[src/rtl/decoder_nscan.sv]
// decoder_nscan: N-to-2^N one-hot decoder with registered outputs and an
// auto-scan mode that sweeps every output with a programmable dwell time.
module decoder_nscan #(
  parameter int N       = 2,
  parameter int DWELL_W = 4
) (
  input  logic                clk,
  input  logic                rst,
  input  logic                en,
  input  logic                mode,
  input  logic [N-1:0]        e,
  input  logic [DWELL_W-1:0]  dwell,
  output logic [(1<<N)-1:0]   d,
  output logic [N-1:0]        idx,
  output logic                valid,
  output logic                wrap
);

  localparam int M = 1 << N;

  typedef enum logic {IDLE, RUN} state_t;

  state_t             state_q, state_d;
  logic [M-1:0]       d_q, d_d;
  logic [N-1:0]       idx_q, idx_d;
  logic               valid_q, valid_d;
  logic               wrap_q, wrap_d;
  logic [DWELL_W-1:0] dcnt_q, dcnt_d;
  logic [N-1:0]       idx_inc;

  function automatic logic [M-1:0] onehot(input logic [N-1:0] i);
    logic [M-1:0] one;
    one = {{(M-1){1'b0}}, 1'b1};
    return one << i;
  endfunction

  assign idx_inc = idx_q + N'(1);

  // Next-state and next-output logic for direct decode and the scan FSM
  always_comb begin
    state_d = state_q;
    d_d     = d_q;
    idx_d   = idx_q;
    valid_d = valid_q;
    wrap_d  = 1'b0;
    dcnt_d  = dcnt_q;
    if (!mode) begin
      // Direct decode; leaving scan drops the FSM back to IDLE so the next
      // scan entry always restarts at index 0.
      state_d = IDLE;
      d_d     = en ? onehot(e) : '0;
      idx_d   = e;
      valid_d = en;
      dcnt_d  = '0;
    end else if (state_q == IDLE) begin
      d_d     = '0;
      valid_d = 1'b0;
      dcnt_d  = '0;
      if (en) begin
        state_d = RUN;
        idx_d   = '0;
        d_d     = onehot('0);
        valid_d = 1'b1;
      end
    end else if (!en) begin
      // Frozen: blank the output, keep position and dwell count.
      d_d     = '0;
      valid_d = 1'b0;
    end else if (!valid_q) begin
      // First enabled cycle after a freeze: re-light the held index; the
      // dwell count carries on from where it stopped.
      d_d     = onehot(idx_q);
      valid_d = 1'b1;
    end else if (dcnt_q >= dwell) begin
      // >= so that lowering dwell below the running count still steps.
      dcnt_d  = '0;
      idx_d   = idx_inc;
      d_d     = onehot(idx_inc);
      wrap_d  = (idx_q == {N{1'b1}});
    end else begin
      dcnt_d  = dcnt_q + DWELL_W'(1);
    end
  end

  // State and output registers, asynchronously cleared
  always_ff @(posedge clk or posedge rst) begin
    if (rst) begin
      state_q <= IDLE;
      d_q     <= '0;
      idx_q   <= '0;
      valid_q <= 1'b0;
      wrap_q  <= 1'b0;
      dcnt_q  <= '0;
    end else begin
      state_q <= state_d;
      d_q     <= d_d;
      idx_q   <= idx_d;
      valid_q <= valid_d;
      wrap_q  <= wrap_d;
      dcnt_q  <= dcnt_d;
    end
  end

  assign d     = d_q;
  assign idx   = idx_q;
  assign valid = valid_q;
  assign wrap  = wrap_q;

endmodule
[config.mk]
export PLATFORM = sky130hd
export DESIGN_NAME = decoder_nscan
export DESIGN_NICKNAME = d
export VERILOG_FILES = /design/src/rtl/decoder_nscan.sv
export SDC_FILE = /design/constraint.sdc
export NUM_CORES = 1
export LEC_CHECK = 0
export CAP_MARGIN = 40
export CELL_PAD_IN_SITES_DETAIL_PLACEMENT = 0
export CELL_PAD_IN_SITES_GLOBAL_PLACEMENT = 1
export CORE_UTILIZATION = 34
export DETAILED_ROUTE_END_ITERATION = 10
export PLACE_DENSITY_LB_ADDON = 0.1
export SLEW_MARGIN = 15
export SYNTH_ARGS = -nofsm -noshare
export SYNTH_HDL_FRONTEND = slang
export SYNTH_SLANG_ARGS = --single-unit
[constraint.sdc]
create_clock -name clk -period 1.6 [get_ports clk]
set_input_delay 0.16 -clock clk [delete_from_list [all_inputs] [get_ports clk]]
set_output_delay 0.16 -clock clk [all_outputs]
set_load 0.05 [all_outputs]
==> impl_table.tex <==
\begin{tabular}{lr}
\hline
Metric & Value \\
\hline
\multicolumn{2}{l}{\textbf{Timing}} \\
\quad Final Setup Violations & 5 \\
\quad Final worst slack & -0.104 ns \\
\quad Final period utilization & 106\% \\
\quad Achievable frequency & 587 MHz \\
\quad Pins over their slew limit & 0 \\
\quad Crit path time final & 1.70 ns \\
\quad Clock Skews & 0.0116 ns \\
\quad RSZ-0062 raised after global routing & true \\
\quad Transition time at the pin with the least slew margin & 0.495 ns \\
\quad Slew HR & 67.0\% \\
\quad Number of endpoints with negative hold slack in the final report & 0 \\
\quad Summed negative setup slack over all endpoints & -0.397 ns \\
\quad Hold\_ws & 0.188 ns \\
\multicolumn{2}{l}{\textbf{Worst setup path}} \\
\quad Critical path class & register to register \\
\quad Worst EP required & 1.76 ns \\
\quad CP max FO & 3 \\
\quad Slowest Stage Delay on Critical Path & 0.39 ns \\
\quad Worst flop-to-flop path startpoint & dcnt\_q[1] \\
\quad Worst setup path start & dcnt\_q[1] \\
\quad Worst EP arrival & 1.87 ns \\
\quad Dominant delay contributor by cell family on the critical path & flip-flops \\
\quad Worst Path Buf+Inv & 1 \\
\quad CP cell instances & ha\_1 -> o211ai\_1 -> o21ai\_2 -> nor3\_4 -> buf\_6 -> mux2\_4 \\
\quad Critical path endpoint category & register \\
\quad CP startpoint kind & register \\
\quad Cell with the biggest individual delay on the critical path & dfrtp\_1 \\
\multicolumn{2}{l}{\textbf{Routing}} \\
\quad Via total after detailed routing & 729 \\
\quad Initial drt markers & 13 \\
\quad Final ANT Viol Nets & 0 \\
\quad Via density per instance & 5.03 \\
\quad Total wire length after detailed routing & 1920 um \\
\quad DR DRC count & 0 \\
\quad Drt first pass iters & 4 \\
\quad Wire length per cell & 13.2 um \\
\multicolumn{2}{l}{\textbf{Layout}} \\
\quad Diode insertion count for antenna repair & 0 \\
\quad Layout Area Growth over Synthesis & 45.4\% \\
\quad Total area of multi-input combinational cells & 522 um\^{}2 \\
\quad Net total in the final layout & 134 \\
\quad Area used by sequential logic in the layout & 328 um\^{}2 \\
\quad Fill cell count & 204 \\
\quad Filler-free cell count of the finished design & 145 \\
\quad Share of post-route cells with drive strength above 1 & 41.9\% \\
\multicolumn{2}{l}{\textbf{Run status}} \\
\quad Run status & finished with violations \\
\quad Violated checks & setup timing \\
\multicolumn{2}{l}{\textbf{Clocking}} \\
\quad Source-to-sink clock delay at the later pin of the worst-skew pair & 0.29 ns \\
\quad Clock transition time at the flip-flop clock pins of the worst setup and hold paths & 0.09 ns \\
\quad Number of clock sinks & 13 \\
\quad CTS Root Buffer Type & clkbuf\_4 \\
\quad Number of buffers inserted for hold repair after clock tree synthesis & 0 \\
\quad Number of buffers created by CTS & 3 \\
\quad CTS tree & done \\
\quad H-Tree Depth & 1 \\
\quad Max Root-Sink Buffers & 2 \\
\multicolumn{2}{l}{\textbf{Floorplanning}} \\
\quad Initial standard-cell utilization of the core & 37.4\% \\
\quad Area of the core & 2280 um\^{}2 \\
\quad Die span in y & 52.0 um \\
\quad Number of top-level pins & 18 \\
\quad Floorplan row count & 17 \\
\quad Die Width & 52.0 um \\
\quad Total Die Area & 2710 um\^{}2 \\
\multicolumn{2}{l}{\textbf{Logic synthesis}} \\
\quad Largest area contributor in the netlist & dfrtp\_1 \\
\quad Dominant combinational cell family by area after synthesis & compound AO/OA/AOI/OAI gates \\
\quad Netlist area before placement & 851 um\^{}2 \\
\quad Area share of the largest cell type after synthesis & 38.2\% \\
\quad Number of flops mapped to enable cells by yosys & 0 \\
\quad \#FFs+latches synth & 13 \\
\quad Total number of yosys warnings & 0 \\
\quad Post-synth ARST share & 100\% \\
\quad Number of nets in the synthesized netlist & 98 \\
\quad Area share of and/or/nand/nor cells after synthesis & 16.3\% \\
\quad Instance count of the mapped netlist & 82 \\
\quad Distinct cell type count after synthesis & 39 \\
\quad Main area contributors after synthesis & dfrtp\_1 38\%, ha\_1 8.8\%, mux2\_4 5.3\% \\
\quad Share of the synthesized area in compound gates (AO/OA/AOI/OAI) & 19.0\% \\
\quad Synth Area in Adders & 8.82\% \\
\quad Most instantiated flip-flop cell in the synthesis netlist & dfrtp\_1 \\
\quad Proportion of synthesized area in mux cells & 7.79\% \\
\quad Part of the Yosys area used for sequential elements & 38.2\% \\
\quad Avg Inst Size Synth & 10.4 um\^{}2 \\
\quad Post-synthesis share of cell area spent on xor and xnor gates & 3.09\% \\
\multicolumn{2}{l}{\textbf{Place}} \\
\quad Post-placement worst setup slack & -0.373 ns \\
\quad Number of cells in the design after placement & 137 \\
\quad Global placement routability congestion & 0.758 \\
\quad Buffers on Ports & 17 \\
\quad Half-perimeter wire length after detailed placement & 1410 um \\
\multicolumn{2}{l}{\textbf{Power}} \\
\quad Largest voltage drop on the vdd net & 0.567 mV \\
\quad Leakage power summed over all cells & 0.577 nW \\
\quad Power, Total & 0.852 mW \\
\quad Power density over the cells & 688 nW/um\^{}2 \\
\multicolumn{2}{l}{\textbf{Flow run}} \\
\quad Reported max-cap violation count & 0 \\
\multicolumn{2}{l}{\textbf{Global route}} \\
\quad Pin count of the biggest net entering global routing & 14 \\
\quad Number of antenna violations at the first check in global routing & 0 \\
\quad Aggregate global routing overflow & 0 \\
\quad Number of global-route vias before repair & 689 \\
\quad Global routing usage summed across all routing layers & 15.6\% \\
\quad First-pass GRT wire length & 3050 um \\
\multicolumn{2}{l}{\textbf{Hold path}} \\
\quad Worst hold path class & primary input to async pin \\
\hline
\end{tabular}
## registers in the layout, indices dropped and copies added, names as in the netlist
signal,flops
valid,1
idx,2
d,4
wrap,1
state_q,1
dcnt_q,4
## report_power, final
part	internal, mW	switching (mW)	total [mW]
Clock	0.0968	0.117	0.213
Combinational	0.123	0.153	0.276
Sequential	0.346	0.0156	0.362
## final timing paths
check                       endpoint  slack (ns)  cells after the start
min reg2reg                     d[1]        0.51                      1
min in group clk               valid        0.46                      1
max                             d[3]       -0.10                      6
min                        dcnt_q[3]        0.19                      2
max reg2reg                     d[3]       -0.10                      6
max in group asynchronous      valid        1.04                      2
## cell usage after synthesis, types with 2 or more instances
master	instances
o2bb2ai_1	2
a22o_1	2
inv_1	7
mux2_4	3
xnor2_1	2
dfrtp_1	13
nor2_1	6
nand3_1	3
ha_1	6
a21oi_1	5
buf_4	2
o21ai_0	3
nand3b_1	2
## routing by layer
layer	global-route usage, %	share of wire (%)
met3	1.75	3.8
met5	0	0
met1	21.9	50
met2	24.6	46
met4	5.41	0.89
## cells in the final DEF (no fill, tap or decap), types with 2 or more instances in the layout
cell type        instances
buf_4                   22
dfrtp_1                 11
clkdlybuf4s50_1          9
inv_1                    6
a21oi_1                  5
nor2_1                   4
mux2_4                   4
ha_1                     4
buf_6                    4
nand3_1                  3
clkbuf_4                 3
a22o_1                   2
xnor2_1                  2
nor2_2                   2
o21ai_0                  2
nand3b_1                 2
o2bb2ai_1                2
ha_4                     2
dfrtp_2                  2
## worst reg2reg max path: stages (launching register included)
cell and delay, ns:
dfrtp_1 0.39, ha_1 0.27, o211ai_1 0.21, o21ai_2 0.11, nor3_4 0.15, buf_6 0.15, mux2_4 0.30
## cells by family (layout without fill, tap and decap cells)
| logic type | Yosys count | count (layout) |
|---|---|---|
| compound gates | 23 | 23 |
| simple gates | 21 | 21 |
| flops | 13 | 13 |
| buf+inv | 11 | 46 |
| fa+ha+maj | 6 | 6 |
| mux | 5 | 5 |
| xor+xnor | 3 | 3 |
## repair_timing
| action | in CTS | in global routing |
|---|---|---|
| pin swaps | 0 | 5 |
| setup endpoints to repair | 10 | 10 |
| resized for setup | 9 | 6 |
| setup buffers | 2 | 3 |
## metrics by stage
step                utilization [%]  cell area (um^2)
floorplan                         -               853
global placement               48.9              1110
detailed placement             48.9              1110
CTS                            52.6              1200
global route                   54.4              1240
finish                         54.4              1240
## cell type report
type,count,area share [%]
multi-input cells,58,42.2
flip-flops and latches,13,26.5
repair buffers,35,24.3
well taps,28,2.83
clock buffers,4,2.12
inverters,7,2.12
No activity file was read; power rests on OpenSTA's default activity.
